`src/rtl/pipeline_wb_regfile.sv`:
```
// Write-back stage and register file of the 8-bit pipelined core.
// Selects the write-back data, commits it to the register file, serves two decode read ports and counts commits.
module pipeline_wb_regfile #(
  parameter int DW     = 8,
  parameter int AW     = 2,
  parameter int CNT_W  = 16,
  parameter bit BYPASS = 1'b1
) (
  input  logic             clk,
  input  logic             rst,
  input  logic [DW-1:0]    DM,
  input  logic [DW-1:0]    ALU_ea,
  input  logic [AW-1:0]    ra,
  input  logic             wb_wb_sel,
  input  logic             wb_reg_en,
  input  logic [AW-1:0]    rs_a,
  input  logic [AW-1:0]    rs_b,
  output logic [DW-1:0]    rd_a,
  output logic [DW-1:0]    rd_b,
  output logic [DW-1:0]    wb_data,
  output logic             wb_fwd_en,
  output logic [CNT_W-1:0] wr_cnt
);

  localparam int NREG = 1 << AW;

  logic [DW-1:0]    regs_q [NREG];
  logic [DW-1:0]    regs_d [NREG];
  logic [CNT_W-1:0] wr_cnt_q;
  logic [CNT_W-1:0] wr_cnt_d;

  always_comb begin
    wb_data   = wb_wb_sel ? DM : ALU_ea;
    wb_fwd_en = wb_reg_en & rst;
  end

  // Entries not addressed, or any entry while wb_reg_en=0, hold their value so
  // unknown data on DM/ALU_ea cannot reach storage.
  always_comb begin
    for (int i = 0; i < NREG; i++) begin
      regs_d[i] = regs_q[i];
      if (wb_fwd_en && (ra == AW'(i))) begin
        regs_d[i] = wb_data;
      end
    end
    wr_cnt_d = wb_fwd_en ? (wr_cnt_q + CNT_W'(1)) : wr_cnt_q;
  end

  always_ff @(posedge clk) begin
    if (!rst) begin
      for (int i = 0; i < NREG; i++) begin
        regs_q[i] <= '0;
      end
      wr_cnt_q <= '0;
    end else begin
      for (int i = 0; i < NREG; i++) begin
        regs_q[i] <= regs_d[i];
      end
      wr_cnt_q <= wr_cnt_d;
    end
  end

  generate
    if (BYPASS) begin : g_bypass
      always_comb begin
        rd_a = (wb_fwd_en && (rs_a == ra)) ? wb_data : regs_q[rs_a];
        rd_b = (wb_fwd_en && (rs_b == ra)) ? wb_data : regs_q[rs_b];
      end
    end else begin : g_no_bypass
      always_comb begin
        rd_a = regs_q[rs_a];
        rd_b = regs_q[rs_b];
      end
    end
  endgenerate

  assign wr_cnt = wr_cnt_q;

endmodule
```
`config.mk`:
```
export PLATFORM = sky130hd
export DESIGN_NAME = pipeline_wb_regfile
export DESIGN_NICKNAME = d
export VERILOG_FILES = /design/src/rtl/pipeline_wb_regfile.sv
export SDC_FILE = /design/constraint.sdc
export NUM_CORES = 1
export LEC_CHECK = 0
export ABC_AREA = 0
export BUFFER_PORTS_ARGS = -buffer_cell sky130_fd_sc_hd__buf_2
export CORE_AREA = 2 2 116 73
export CTS_CLUSTER_DIAMETER = 150
export CTS_CLUSTER_SIZE = 10
export DETAILED_ROUTE_END_ITERATION = 10
export DIE_AREA = 0 0 118 75
export GPL_TIMING_DRIVEN = 0
export SETUP_SLACK_MARGIN = 0.3
export SKIP_CTS_REPAIR_TIMING = 1
export SYNTH_ARGS = -nofsm -noshare
export SYNTH_HDL_FRONTEND = slang
export SYNTH_SLANG_ARGS = --single-unit
```
`constraint.sdc`:
```
create_clock -name clk -period 1.58 [get_ports clk]
set_input_delay 0.158 -clock clk [delete_from_list [all_inputs] [get_ports clk]]
set_output_delay 0.158 -clock clk [all_outputs]
set_load 0.01 [all_outputs]
```
# After elaboration in Yosys (flattened, before gate mapping)
# Memory sizes are Yosys's and may differ from the RTL's.
# Cells that the tools add are included.
# W data, S select, Z words.
[word_totals] word_cells=41 inputBits=26 register_bits=16 mem_count=1 ram_bits=32 output_inout_bits=41
[memory_table] name="regs_q" words=4 width=8 rd=2 rd_clocked_by_memory_dff=0 write_ports=4 line_no="27" rtl="logic [DW-1:0] regs_q [NREG];"
[op_classes] add_sub_neg=1 muxes=13 eq_ne=9 reduce_logical=11 n_bitwise=5
[ops] cell="$mux W8" n=11
[ops] cell="$add A16 B1 Y16 const B" n=1
[ops] cell="$reduce_and A2 Y1" n=4
[ops] cell="$logic_and A1 B1 Y1" n=6
[ops] cell="$eq A2 B2 Y1" n=2
[ops] cell="$eq A2 B2 Y1 const B" n=2
[ops] cell="$ne A1 B1 Y1 const B" n=4
[ops] cell="$or A1 B1 Y1" n=4
[ops] cell="$eq A2 B1 Y1 const B" n=1
[ops] cell="$logic_not A2 Y1" n=1
[ops] cell="$mux W1" n=2
[ops] cell="$and A1 B1 Y1" n=1

# Longest topological paths before layout
# Gate-level depths: netlist (run 1).
[depth] depth_word=5 mapped_depth=5 ltp_nobuf=5

# Least setup slack after synthesis (run 1)
# OpenSTA, ideal clock, no wires.
[synth_path] path_type="input-to-reg" startpoint="input port rst" endpoint="memory regs_q[0][0] (enable)" setup_ns=0.329 cell_stages=5 t_arrival_ns=1.193 t_required_ns=1.251 slack_ns=0.058 n_path_buf=2 cell_sequence="buf_4 -> nand2_1 -> or3_1 -> clkbuf_1 -> nand2_1"
[synth_rtl] element="start, declared" line_no="10" rtl="input logic rst,"
[synth_rtl] element="end, declared" line_no="27"

==> results.tsv, run 1 <==
metric	value	unit
drt-total-wl	6590	um
yosys.cell_types.count	36	
io_pins	67	
clk-insertion-delay-late	0.29	ns
viasPerCell	4.96	
drcViolationCount	0	
yosysTopAreaCell	edfxtp_1	
syn_inst	218	
fp-row-count	25	
grt_usage	14.9	%
antenna_found_initial	0	
hold_viol	0	
antenna_left	0	
outcome	finished, violations left	
wl_per_cell	16.4	um
drv_slew	0	
slew_headroom	73.5	%
dpl.hpwl	4690	um
grt_remaining_overflow	0	
cap_violations	0	
holdWs	0.247	ns
grt_setup_unrepaired	true	
fin_ws	-0.181	ns
worst-path-max-fanout	2	
p_leak	1.50	nW
hp-class	in -> reg	
criticalPathCategory	reg -> out	
final_common_cell	buf_2	
vias	1995	
portBuffers	57	
numCtsBuffers	5	
synth-async-reset-ratio	0	%
yosysWarnings	0	
gp_congestion	0.779	
start_kind	register	
clk_pin_slew_worst_paths	0.06	ns
ys_seq_area_share	48.1	%
final_core_util	48.8	%
cts_sinks	48	
syn_nets	245	
grt_pass1_vias	1791	
coreArea	7730	sq um
nets	320	
cts_tree	built	
avgSynthCellArea	12.2	sq um
grt_pass1_wl	9750	um
worst_pin_slew	0.396	ns
fmax	0.568	GHz
ys_top_cells_by_area	edfxtp_1 (36%), mux4_2 (14%), dfxtp_1 (12%)	
drive_gt1_share	54.1	%
synth_top_area_share	36.1	%
die_h	75	um
area_growth	41.5	%
synth_area	2660	sq um
synth-edff-count	32	
min_period	1.76	ns
setup_viol	16	
worstPathRequired	1.42	ns
num-fill-cells	700	
ys.flop_type	edfxtp_1	
ys_ff_latch	48	
p_per_area	881	nW/um^2
dr.pass1.iters	4	
end_kind	primary output	
first_iter_violations	104	
fin_crit_sh	111	%
htreeDepth	2	
dieWidth	118	um
dieArea	8850	sq um
ir_worst_vdd	0.000420	V
power.total	0.00332	W
cts-root-buf	clkbuf_16	
diodes	0	
cp_data_arrival_time	1.60	ns
grt_max_degree	16	
initial_utilization	34.5	%
fin_skew	0.00111	ns
mostFrequentLayoutCells	buf_2 (41), nor2_1 (33), edfxtp_1 (32)	
clock_path_buffers	2	
violations	setup timing	
==> cell usage after synthesis (4+ instances only) <==
cell type	number
dfxtp_1	16
clkbuf_1	5
inv_1	10
nor2_1	33
or3_1	5
mux2i_1	9
and2_1	9
o21ai_0	4
nand2_1	12
nand4_1	5
mux2_2	16
mux4_2	16
xor2_1	7
xnor2_1	6
edfxtp_1	32
==> worst paths after layout <==
| check | startpoint | endpoint | slack (ns) | depth (start not counted) |
|---|---|---|---|---|
| max | regs_q[3][7] | rd_a[7] | -0.18 | 3 |
| min | wb_reg_en | wr_cnt[1] | 0.25 | 3 |
| max reg2reg | wr_cnt[3] | wr_cnt[15] | 0.15 | 4 |
| min reg2reg | wr_cnt[10] | wr_cnt[10] | 0.48 | 1 |
==> cell type report <==
| class | count | area, sq um | share of cell area [%] |
|---|---|---|---|
| tap | 108 | 135 | 3.59 |
| clock buffer | 5 | 125 | 3.32 |
| multi-input combinational | 148 | 1530 | 40.5 |
| clock inverter | 3 | 42.5 | 1.13 |
| inverter | 10 | 37.5 | 0.996 |
| timing repair buffer | 68 | 484 | 12.8 |
| sequential | 48 | 1310 | 34.8 |
| buffer | 12 | 104 | 2.76 |
==> critical path, stage by stage, from the launching register on <==
cell      delay (ns)
edfxtp_1        0.41
mux4_2          0.49
mux2_4          0.30
buf_6           0.12
==> state kept, by name (all words and copies together) (netlist names) <==
| name | count |
|---|---|
| regs_q | 32 |
| wr_cnt | 16 |
==> report_power, final <==
part	total, W	switching, W	internal, W
Sequential	0.00144	0.0000373	0.00140
Combinational	0.000672	0.000296	0.000375
Clock	0.00121	0.000471	0.000744
==> per-layer routing <==
layer	GRT usage, %	wire length (um)
met5	0	0
met4	4.69	67
met3	3.71	444
met2	22.6	2940
met1	21.4	3140
==> cells by family after synthesis <==
family	Yosys count	synth area share, %
AND/OR/NAND/NOR	81	16.8
flip-flops	48	48.1
multiplexers	41	23.7
buffers and inverters	22	3.62
XOR/XNOR	13	4.27
AO/OA/AOI/OAI	12	3.05
adder cells (fa/ha/maj)	1	0.470
==> metrics by stage <==
| stage | instances | cell area, sq um | worst slack, ns | TNS (ns) |
|---|---|---|---|---|
| after detailed placement | 383 | 3230 | -0.277 | -4.52 |
| after global placement | 383 | 3230 | -0.250 | -4.24 |
| after global routing | 402 | 3770 | -0.224 | -2.83 |
| after CTS | 391 | 3400 | -0.278 | -3.69 |
| after floorplan | 218 | 2810 | 0.163 | 0 |
| final | 402 | 3770 | -0.181 | -2.18 |
No activity file was read; power rests on OpenSTA's default activity.
==> inputs of run 2 (changes only) <==
--- a/config.mk
+++ b/config.mk
@@ -7,11 +7,11 @@
 export LEC_CHECK = 0
 export ABC_AREA = 0
 export BUFFER_PORTS_ARGS = -buffer_cell sky130_fd_sc_hd__buf_2
-export CORE_AREA = 2 2 116 73
+export CORE_AREA = 2 2 75 112
 export CTS_CLUSTER_DIAMETER = 150
 export CTS_CLUSTER_SIZE = 10
 export DETAILED_ROUTE_END_ITERATION = 10
-export DIE_AREA = 0 0 118 75
+export DIE_AREA = 0 0 77 114
 export GPL_TIMING_DRIVEN = 0
 export SETUP_SLACK_MARGIN = 0.3
 export SKIP_CTS_REPAIR_TIMING = 1
==> run 2 against run 1 <==
Net effect: largest cell class unchanged; sequential share of layout area grew 0.34 points; clock power down 16%; combinational power shrank 3.9%; the flow still finishes with violations (setup timing).
==> results.tsv, run 2 (synthesis gave the netlist of run 1 again) <==
metric	value	unit	change
outcome	finished, violations left		
violations	setup timing		
largest_reg_flops	32		unchanged
r2r-end	wr_cnt[15]		
nets	317		-0.94%
final_cell_area	3750	sq um	-0.40%
antenna_found_initial	0		unchanged
fin_crit_sh	109	%	-2.3 points
dpl.hpwl	4640	um	-1.2%
path_cells	mux4_2 -> mux2_4 -> buf_6		
clk_pin_slew_worst_paths	0.07	ns	about the same
worstPathRequired	1.42	ns	about the same
fp-row-count	40		+60%
fin_ws	-0.144	ns	+0.0368 ns
io_pins	67		unchanged
numCtsBuffers	5		unchanged
clock_path_buffers	2		unchanged
worst_pin_slew	0.425	ns	+0.0291 ns
num-fill-cells	766		+9.4%
hold_viol	0		unchanged
fin_setup_tns	-2.03	ns	+0.148 ns
cap_violations	0		unchanged
grt_pass1_wl	9450	um	-3.1%
reg2reg_slack	0.09	ns	-0.06 ns
dieWidth	77	um	-35%
cts_sinks	48		unchanged
die_h	114	um	+52%
area_growth	40.9	%	
criticalPathCategory	reg -> out		
worst-path-max-fanout	2		unchanged
cp_data_arrival_time	1.57	ns	-0.03 ns
drt-total-wl	5840	um	-11%
vias	1893		-5.1%
wl_per_cell	14.7	um	-10%
fmax	0.580	GHz	+2.1%
slew_headroom	71.6	%	-2.0 points
dr.pass1.iters	4		unchanged
antenna_left	0		unchanged
grt_usage	13.8	%	-1.2 points
grt_setup_unrepaired	true		
end_kind	primary output		
power.total	0.00310	W	-6.7%
viasPerCell	4.78		-3.7%
p_per_area	826	nW/um^2	-6.3%
regMostFlops	regs_q		
coreArea	7910	sq um	+2.3%
critPathSlowestCell	mux4_2		
holdWs	0.230	ns	-0.0175 ns
reg2reg_from	wr_cnt[2]		
cts_tree	built		
start_kind	register		
final_common_cell	buf_2		
drv_slew	0		unchanged
first_iter_violations	45		-57%
r2r_cells	4		unchanged
diodes	0		unchanged
grt_pass1_vias	1866		+4.2%
holdPathStages	3		unchanged
drive_gt1_share	54.0	%	-0.13 points
placed_area	3230	sq um	-0.12%
mostFrequentLayoutCells	buf_2 (41), nor2_1 (33), edfxtp_1 (32)		
min_period	1.72	ns	-0.0368 ns
cts-root-buf	clkbuf_16		
max_stage_delay	0.48	ns	about the same
worstHoldStart	wb_reg_en		
min_to	wr_cnt[1]		
portBuffers	57		unchanged
ir_worst_vdd	0.000521	V	+24%
p_leak	1.48	nW	-1.0%
hp-class	in -> reg		
htreeDepth	2		unchanged
drcViolationCount	0		unchanged
dieArea	8780	sq um	-0.81%
clk-insertion-delay-late	0.28	ns	about the same
setup_viol	16		unchanged
grt_remaining_overflow	0		unchanged
initial_utilization	33.7	%	-0.79 points
grt_max_degree	16		unchanged
fin_skew	0.00290	ns	+0.00179 ns
gp_congestion	0.691		-11%
==> run 2: final cells by class <==
cell class / instances / area [sq um] / share of cell area [%]
well taps: 105 / 131 / 3.50
clock buffers: 5 / 125 / 3.33
repair buffers: 65 / 478 / 12.7
plain buffers: 12 / 104 / 2.77
flip-flops and latches: 48 / 1320 / 35.2
multi-input cells: 148 / 1540 / 41.0
clock inverters: 3 / 18.8 / 0.500
inverters: 10 / 37.5 / 1.00
==> run 2: layer usage <==
| layer | global-route usage [%] | wire, um | vias to the layer above |
|---|---|---|---|
| li1 | - | - | 937 |
| met1 | 14.5 | 2080 | 913 |
| met2 | 27.2 | 3490 | 38 |
| met3 | 2.45 | 195 | 5 |
| met4 | 4.64 | 72 | 0 |
| met5 | 0 | 0 | - |
==> run 2: worst max-delay path: cells and delay by family, from the launching register on <==
kind                   cells  cell delay [ns]
muxes                      2             0.76
DFF                        1             0.40
buffers and inverters      1             0.12
==> run 2: through the flow <==
stage                     worst slack, ns  cells  utilization (%)
after floorplan                     0.163    218                -
after global placement             -0.177    380             40.8
after detailed placement           -0.195    380             40.8
after CTS                          -0.196    388             42.6
after global routing               -0.202    396             47.5
final                              -0.144    396             47.5
==> run 2: worst max-delay path by stage <==
stage                 startpoint       to  slack [ns]  depth (start not counted)
floorplan                  ra[0]  rd_b[0]        0.16                          4
global placement         rs_b[1]  rd_b[1]       -0.18                          5
detailed placement       rs_b[1]  rd_b[2]       -0.19                          5
CTS                      rs_b[1]  rd_b[2]       -0.20                          5
global route        regs_q[3][1]  rd_b[1]       -0.20                          3
finish              regs_q[3][2]  rd_b[2]       -0.14                          3
==> run 2: power breakdown <==
part | switching, W | leakage [nW] | total, W | internal, W
sequential | 0.0000368 | 0.447 | 0.00143 | 0.00139
combinational | 0.000276 | 0.972 | 0.000646 | 0.000369
clock | 0.000444 | 0.0635 | 0.00102 | 0.000580
total | 0.000757 | 1.48 | 0.00310 | 0.00234
